===== src/rtl/mem_access_unit.sv =====
// mem_access_unit
//   Bridges the multicycle control FSM to the unified instruction/data memory.
//   FSM strobes (MemRead/MemWrite/IorD/IRWrite) become a req/ready transaction;
//   the FSM is held via stall until the access completes, times out, or is
//   rejected. The unit also owns the IR and MDR and decodes the IR fields.
//
// Ports
//   clk, reset          clock, synchronous active-low reset
//   MemRead, MemWrite   FSM access strobes
//   IorD                address select (0 = pc, 1 = alu_out)
//   IRWrite             load IR from the read data of this access
//   pc, alu_out         candidate addresses
//   wr_data             store data
//   mem_rdata/mem_ready memory response
//   mem_req/mem_we/mem_addr/mem_wdata   memory request
//   stall               freeze the FSM
//   ir, mdr             instruction / memory data registers
//   opcode..funct7      IR field slices
//   err_code            sticky error: 00 none, 01 timeout, 10 misaligned,
//                       11 read+write conflict
module mem_access_unit #(
  parameter int unsigned ADDR_W  = 32,
  parameter int unsigned DATA_W  = 32,
  parameter int unsigned TIMEOUT = 16
) (
  input  logic              clk,
  input  logic              reset,
  input  logic              MemRead,
  input  logic              MemWrite,
  input  logic              IorD,
  input  logic              IRWrite,
  input  logic [ADDR_W-1:0] pc,
  input  logic [ADDR_W-1:0] alu_out,
  input  logic [DATA_W-1:0] wr_data,
  input  logic [DATA_W-1:0] mem_rdata,
  input  logic              mem_ready,
  output logic              mem_req,
  output logic              mem_we,
  output logic [ADDR_W-1:0] mem_addr,
  output logic [DATA_W-1:0] mem_wdata,
  output logic              stall,
  output logic [DATA_W-1:0] ir,
  output logic [DATA_W-1:0] mdr,
  output logic [6:0]        opcode,
  output logic [4:0]        rd,
  output logic [2:0]        funct3,
  output logic [4:0]        rs1,
  output logic [4:0]        rs2,
  output logic [6:0]        funct7,
  output logic [1:0]        err_code
);

  localparam int unsigned CNT_W = (TIMEOUT > 1) ? $clog2(TIMEOUT) : 1;
  localparam logic [CNT_W-1:0] CNT_LAST = CNT_W'(TIMEOUT - 1);

  localparam logic [1:0] ERR_NONE     = 2'b00;
  localparam logic [1:0] ERR_TIMEOUT  = 2'b01;
  localparam logic [1:0] ERR_MISALIGN = 2'b10;
  localparam logic [1:0] ERR_CONFLICT = 2'b11;

  typedef enum logic [1:0] {
    IDLE,
    BUSY,
    DONE
  } state_t;

  state_t            state;
  state_t            state_nx;
  logic [CNT_W-1:0]  wait_cnt;
  logic              irw_flag;

  logic              start;
  logic [ADDR_W-1:0] sel_addr;
  logic              misaligned;
  logic              conflict;
  logic              timeout_hit;

  always_comb begin
    start       = (MemRead | MemWrite) && (state == IDLE);
    sel_addr    = IorD ? alu_out : pc;
    misaligned  = (sel_addr[1:0] != 2'b00);
    conflict    = MemRead & MemWrite;
    timeout_hit = (wait_cnt == CNT_LAST);
    // Combinational so the FSM freezes in the very cycle it issues a strobe.
    stall       = reset & (start | (state == BUSY));
  end

  always_comb begin
    state_nx = state;
    case (state)
      IDLE: begin
        if (start) begin
          if (misaligned || conflict) state_nx = DONE;
          else                        state_nx = BUSY;
        end
      end
      BUSY: begin
        if (mem_ready || timeout_hit) state_nx = DONE;
      end
      DONE:    state_nx = IDLE;
      default: state_nx = IDLE;
    endcase
  end

  always_ff @(posedge clk) begin
    if (!reset) begin
      state     <= IDLE;
      mem_req   <= 1'b0;
      mem_we    <= 1'b0;
      mem_addr  <= '0;
      mem_wdata <= '0;
      ir        <= '0;
      mdr       <= '0;
      err_code  <= ERR_NONE;
      wait_cnt  <= '0;
      irw_flag  <= 1'b0;
    end else begin
      state <= state_nx;
      case (state)
        IDLE: begin
          if (start) begin
            // Misalignment is checked ahead of the conflict; first error sticks.
            if (misaligned) begin
              if (err_code == ERR_NONE) err_code <= ERR_MISALIGN;
            end else if (conflict) begin
              if (err_code == ERR_NONE) err_code <= ERR_CONFLICT;
            end else begin
              mem_req   <= 1'b1;
              mem_we    <= MemWrite;
              mem_addr  <= sel_addr;
              mem_wdata <= wr_data;
              irw_flag  <= IRWrite;
              wait_cnt  <= '0;
            end
          end
        end
        BUSY: begin
          // Ready takes priority over a coincident timeout.
          if (mem_ready) begin
            mem_req <= 1'b0;
            if (!mem_we) begin
              mdr <= mem_rdata;
              if (irw_flag) ir <= mem_rdata;
            end
          end else if (timeout_hit) begin
            mem_req <= 1'b0;
            if (err_code == ERR_NONE) err_code <= ERR_TIMEOUT;
          end else begin
            wait_cnt <= wait_cnt + 1'b1;
          end
        end
        default: ;
      endcase
    end
  end

  always_comb begin
    opcode = ir[6:0];
    rd     = ir[11:7];
    funct3 = ir[14:12];
    rs1    = ir[19:15];
    rs2    = ir[24:20];
    funct7 = ir[31:25];
  end

endmodule


===== config.mk =====
export PLATFORM = sky130hd
export DESIGN_NAME = mem_access_unit
export DESIGN_NICKNAME = d
export VERILOG_FILES = /design/src/rtl/mem_access_unit.sv
export SDC_FILE = /design/constraint.sdc
export NUM_CORES = 1
export LEC_CHECK = 0
export ABC_AREA = 1
export CAP_MARGIN = 20
export CORE_MARGIN = 3
export CORE_UTILIZATION = 43
export CTS_CLUSTER_SIZE = 20
export DETAILED_ROUTE_END_ITERATION = 10
export GPL_ROUTABILITY_DRIVEN = 0
export PLACE_DENSITY = 0.84
export SYNTH_ARGS = -nofsm -noshare
export SYNTH_HDL_FRONTEND = slang
export SYNTH_SLANG_ARGS = --single-unit
export TNS_END_PERCENT = 50

===== constraint.sdc =====
create_clock -name clk -period 3.86 [get_ports clk]
set_input_delay 0.386 -clock clk [delete_from_list [all_inputs] [get_ports clk]]
set_output_delay 0.386 -clock clk [all_outputs]
set_load 0.02 [all_outputs]

Yosys cells after proc, flatten, opt, wreduce, memory -nomap -nowiden

Cells that the tools add are included.

Reductions and logical operators: 14
Equality and inequality tests: 13
Mux-type cells: 26
Bitwise gates (word level): 7
Add/sub/neg operators: 1

Operator list:

| kind                                                 | number |
|---|---|
| 2-to-1 mux 32 bit                                    | 1 |
| 2-to-1 mux 2 bit                                     | 11 |
| 2-to-1 mux 4 bit                                     | 5 |
| != test 2 bit (second input constant)                | 6 |
| case mux 2 bit (2 select lines)                      | 2 |
| case mux 4 bit (2 select lines)                      | 1 |
| AND reduction 4 bit                                  | 2 |
| AND reduction 7 bit                                  | 1 |
| != test 2 x 1 -> 1 bit (second input constant)       | 3 |
| != test 3 bit (second input constant)                | 2 |
| AND reduction 6 bit                                  | 1 |
| 2-to-1 mux 1 bit                                     | 5 |
| AND reduction 5 bit                                  | 1 |
| adder 4 x 1 -> 4 bit (second input constant)         | 1 |
| equality test 4 bit (second input constant)          | 1 |
| logical NOT 2 bit                                    | 2 |
| nonzero test 2 bit                                   | 2 |
| inverter 1 bit                                       | 3 |
| AND reduction 3 bit                                  | 1 |
| AND 1 bit                                            | 2 |
| equality test 2 x 1 -> 1 bit (second input constant) | 1 |
| logical OR 1 bit                                     | 2 |
| OR 1 bit                                             | 2 |
| case mux 1 bit (2 select lines)                      | 1 |
| 2 further kinds                                      | 2 |

Word-level logic and storage cells: 71
Register bits after elaboration: 139
Input port bits: 135

Longest topological paths before layout

Word-level depth: 6
Depth in mapped cells: 9
Depth with buffers taken out: 9

Least setup slack after synthesis

No wires, ideal clock.

Path type: in2out
Start: in reset
End: out stall
Path buffers: 1
Slack: 2.372 ns
Stages: 3
Data arrival time: 1.102 ns
Data required time: 3.474 ns
Cell sequence: buf_2 -> clkinv_1 -> a21oi_1

Word-level cells in the longest chain between the ends: 1

RTL lines:

| what            | RTL line | source |
|---|---|---|
| start, declared | 27       | `input logic reset,` |
| AND 1 bit       | 85       | `stall = reset & (start \| (state == BUSY));` |
| end, declared   | 41       | `output logic stall,` |

Every way passes these cells.

Worst setup path in the final report

Start: in MemWrite
End: out stall

Word-level cells in the longest chain between the ends: 4

RTL lines:

| what              | RTL line | source |
|---|---|---|
| start, declared   | 29       | `input logic MemWrite,` |
| OR 1 bit          | 79       | `start = (MemRead \| MemWrite) && (state == IDLE);` |
| logical AND 1 bit | 79       |  |
| OR 1 bit          | 85       |  |
| AND 1 bit         | 85       |  |

Every way passes these cells.

==> metrics.txt <==
# TYPE chip_impl_metric gauge
chip_impl_metric{name="initial_core_util",unit="%"} 44.5
chip_impl_metric{name="post-route-period-util",unit="%"} 61.9
chip_impl_metric{name="met3_usage",unit="%"} 9.51
chip_impl_info{name="critical_path_class",value="in -> out"} 1
chip_impl_metric{name="grt.met1_usage",unit="%"} 24.6
chip_impl_info{name="grt_setup_unrepaired",value="false"} 1
chip_impl_metric{name="timing.hold.ws",unit="ns"} 0.375
chip_impl_info{name="cp-end-kind",value="output pin"} 1
chip_impl_metric{name="wl",unit="microns"} 17500
chip_impl_metric{name="vias_in_the_first_global_route",unit=""} 5300
chip_impl_metric{name="cp.required",unit="ns"} 3.47
chip_impl_metric{name="detailroute.via_count",unit=""} 5830
chip_impl_metric{name="crit_arrival",unit="ns"} 2.00
chip_impl_metric{name="detail_route.iter0.violations",unit=""} 376
chip_impl_metric{name="placement.cell_area",unit="sq um"} 8450
chip_impl_metric{name="crit_fanout",unit=""} 5
chip_impl_metric{name="cts-buffers-inserted",unit=""} 17
chip_impl_metric{name="finalMaxSlewViolations",unit=""} 0
chip_impl_metric{name="clkSinkCount",unit=""} 139
chip_impl_metric{name="synth.ff_latch_count",unit=""} 139
chip_impl_info{name="gr-max-usage-layer",value="met2"} 1
chip_impl_metric{name="routedWlPerCell",unit="microns"} 14.4
chip_impl_metric{name="grt_use_total",unit="%"} 23.0
chip_impl_metric{name="wire_length_of_the_first_global_routing_pass",unit="microns"} 26500
chip_impl_metric{name="netlist-cell-type-count",unit=""} 26
chip_impl_metric{name="firstDrtPassIters",unit=""} 4
chip_impl_metric{name="place_inst",unit=""} 1181
chip_impl_metric{name="drive_gt1_share",unit="%"} 4.62
chip_impl_metric{name="cellPowerDensity",unit="nW/um^2"} 401
chip_impl_metric{name="nNetsFinal",unit=""} 1164
chip_impl_metric{name="areaGrowthSynthToFinish",unit="%"} 57.9
chip_impl_metric{name="vdd_drop_max",unit="mV"} 0.286
chip_impl_metric{name="mappedNetlistNets",unit=""} 920
chip_impl_metric{name="minimum_clock_period_after_layout",unit="ns"} 2.39
chip_impl_metric{name="leakagePower",unit="uW"} 0.00355
chip_impl_metric{name="drv_cap",unit=""} 0
chip_impl_metric{name="clockBufferDepth",unit=""} 2
chip_impl_metric{name="fp.dieArea",unit="sq um"} 14700
chip_impl_metric{name="ctsResizeCount",unit=""} 0
chip_impl_info{name="tritoncts",value="built"} 1
chip_impl_metric{name="detail-route-antenna-nets",unit=""} 0
chip_impl_metric{name="slew_headroom",unit="%"} 28.8
chip_impl_info{name="cp_cell_sequence",value="clkdlybuf4s50_1 -> inv_1 -> nand2_1 -> nand2_4 -> a21oi_1 -> clkdlybuf4s50_1"} 1
chip_impl_metric{name="timing.fmax",unit="MHz"} 419
chip_impl_metric{name="dp_hpwl",unit="microns"} 12600
chip_impl_metric{name="cts.hold.buffers_added",unit=""} 0
chip_impl_metric{name="fin_area",unit="sq um"} 9010
chip_impl_metric{name="drc",unit=""} 0
chip_impl_metric{name="final-hold-violation-count",unit=""} 0
chip_impl_info{name="outcome",value="finished clean"} 1
chip_impl_metric{name="tightestPinTransition",unit="ns"} 1.07
chip_impl_metric{name="detailed_route_vias_per_instance",unit=""} 4.81
chip_impl_metric{name="globalRouteOverflowTotal",unit=""} 0
chip_impl_metric{name="core_area",unit="sq um"} 12800
chip_impl_metric{name="crit_path_max_incr_delay",unit="ns"} 0.63
chip_impl_metric{name="synthesis.yosys.warnings",unit=""} 0
chip_impl_metric{name="worst_setup_hold_path_clk_slew",unit="ns"} 0.06
chip_impl_info{name="critPathMostFrequentCell",value="sky130_fd_sc_hd__clkdlybuf4s50_1"} 1
chip_impl_metric{name="synthesis.area",unit="sq um"} 5710
chip_impl_metric{name="portBuffers",unit=""} 299
chip_impl_metric{name="setup_tns",unit="ns"} 0
chip_impl_metric{name="postSynthCellCount",unit=""} 784
chip_impl_metric{name="clk_latency",unit="ns"} 0.41
chip_impl_metric{name="row_count",unit=""} 41
chip_impl_metric{name="clock_skew_after_layout",unit="ns"} 0.00523
chip_impl_metric{name="htree_levels",unit=""} 4
chip_impl_metric{name="grt_antenna_before_repair",unit=""} 1
chip_impl_metric{name="num_io_pins",unit=""} 300
chip_impl_info{name="critical_path_s_slowest_cell",value="sky130_fd_sc_hd__clkdlybuf4s50_1"} 1
chip_impl_metric{name="dieWidth",unit="microns"} 121
chip_impl_metric{name="die_h",unit="microns"} 121
chip_impl_metric{name="cts.repair_timing.setup_buffer_count",unit=""} 0
chip_impl_metric{name="yosysSeqAreaShare",unit="%"} 48.7
chip_impl_info{name="root_buf_cell",value="sky130_fd_sc_hd__clkbuf_16"} 1
chip_impl_metric{name="maximum_number_of_pins_on_one_net_before_global_route_repair",unit=""} 132
chip_impl_metric{name="layoutNonFillerInstCount",unit=""} 1213
chip_impl_info{name="min_path_type",value="in -> reg"} 1
chip_impl_info{name="critPathLaunchType",value="input pin"} 1
chip_impl_metric{name="finalSetupViolCount",unit=""} 0
chip_impl_metric{name="avgSynthCellArea",unit="sq um"} 7.28
chip_impl_metric{name="grtUsageMet2",unit="%"} 39.7
-- final timing paths --
path | from | to | slack (ns) | cells after the start
setup / recovery | MemWrite | stall | 1.47 | 6
hold / removal | reset | wait_cnt[2] | 0.38 | 3
setup reg to reg | state[0] | mdr[23] | 1.79 | 6
hold reg to reg | mem_addr[1] | mem_addr[1] | 0.44 | 2
-- cell type report --
type                            count  area, sq um
Timing Repair Buffer              303         3020
Sequential cell                   139         2780
Fill cell                        1049         3810
Clock buffer                       24          472
Inverter                           19         76.3
Clock inverter                      7         91.3
Tap cell                          172          215
Antenna cell                        1         2.50
Multi-Input combinational cell    548         2350
-- critical path: cells and delay by family --
| family | cells | cell delay [ns] |
|---|---|---|
| buf+inv | 3 | 1.24 |
| simple gates | 2 | 0.18 |
| compound gates | 1 | 0.19 |
-- synthesized netlist by cell type (all sizes together) --
library cell	instances	share of area (%)
nand2	123	8.3
ha	1	0.22
o21ai	127	11
a21oi	7	0.61
xnor2	1	0.15
clkbuf	28	1.8
buf	50	6.9
nand4	3	0.59
nor2	271	18
inv	17	1.1
clkinv	2	0.22
or2	1	0.11
dfxtp	139	49
nand3	14	1.6
-- logic make-up after synthesis --
kind of cell,count (synthesis),share of synthesized area (%)
XOR/XNOR,1,0.153
buffers and inverters,97,10.1
AO/OA/AOI/OAI,134,11.7
adder cells (fa/ha/maj),1,0.219
AND/OR/NAND/NOR,412,29.1
flip-flops,139,48.7
-- sequential cells by signal (all words and copies together), names as in the netlist --
register   cells
mem_wdata     32
wait_cnt       4
state          2
ir            32
irw_flag       1
mem_addr      32
mem_we         1
mem_req        1
err_code       2
mdr           32
-- metrics by stage --
stage	utilization [%]	setup WS, ns	total power (uW)
after floorplan	-	2.37	1810
after global placement	65.9	1.15	2090
after detailed placement	65.9	1.13	2100
after CTS	70.3	1.48	3650
after global routing	70.3	1.30	3750
final	70.3	1.47	3620
-- power by group --
group	switching [uW]	internal [uW]	leakage, uW
Clock	574	979	0.000274
Combinational	265	276	0.00215
Sequential	31.7	1490	0.00113
Total	870	2750	0.00355
-- placed cells by master, fill, tap and decap left out, drive strengths merged, types with 5 or more instances in the layout --
cell type,instances
nand3,14
clkbuf,24
clkdlybuf4s50,298
nand2,123
o21ai,127
inv,17
dfxtp,139
nor2,271
buf,5
a21oi,7
clkinv,6
-- layer usage --
metal | up-vias | wire length (microns)
li1 | 2933 | -
met1 | 2605 | 6580
met2 | 260 | 8600
met3 | 32 | 1820
met4 | 0 | 479
met5 | - | 0
Power figures use the tool's default switching activity.
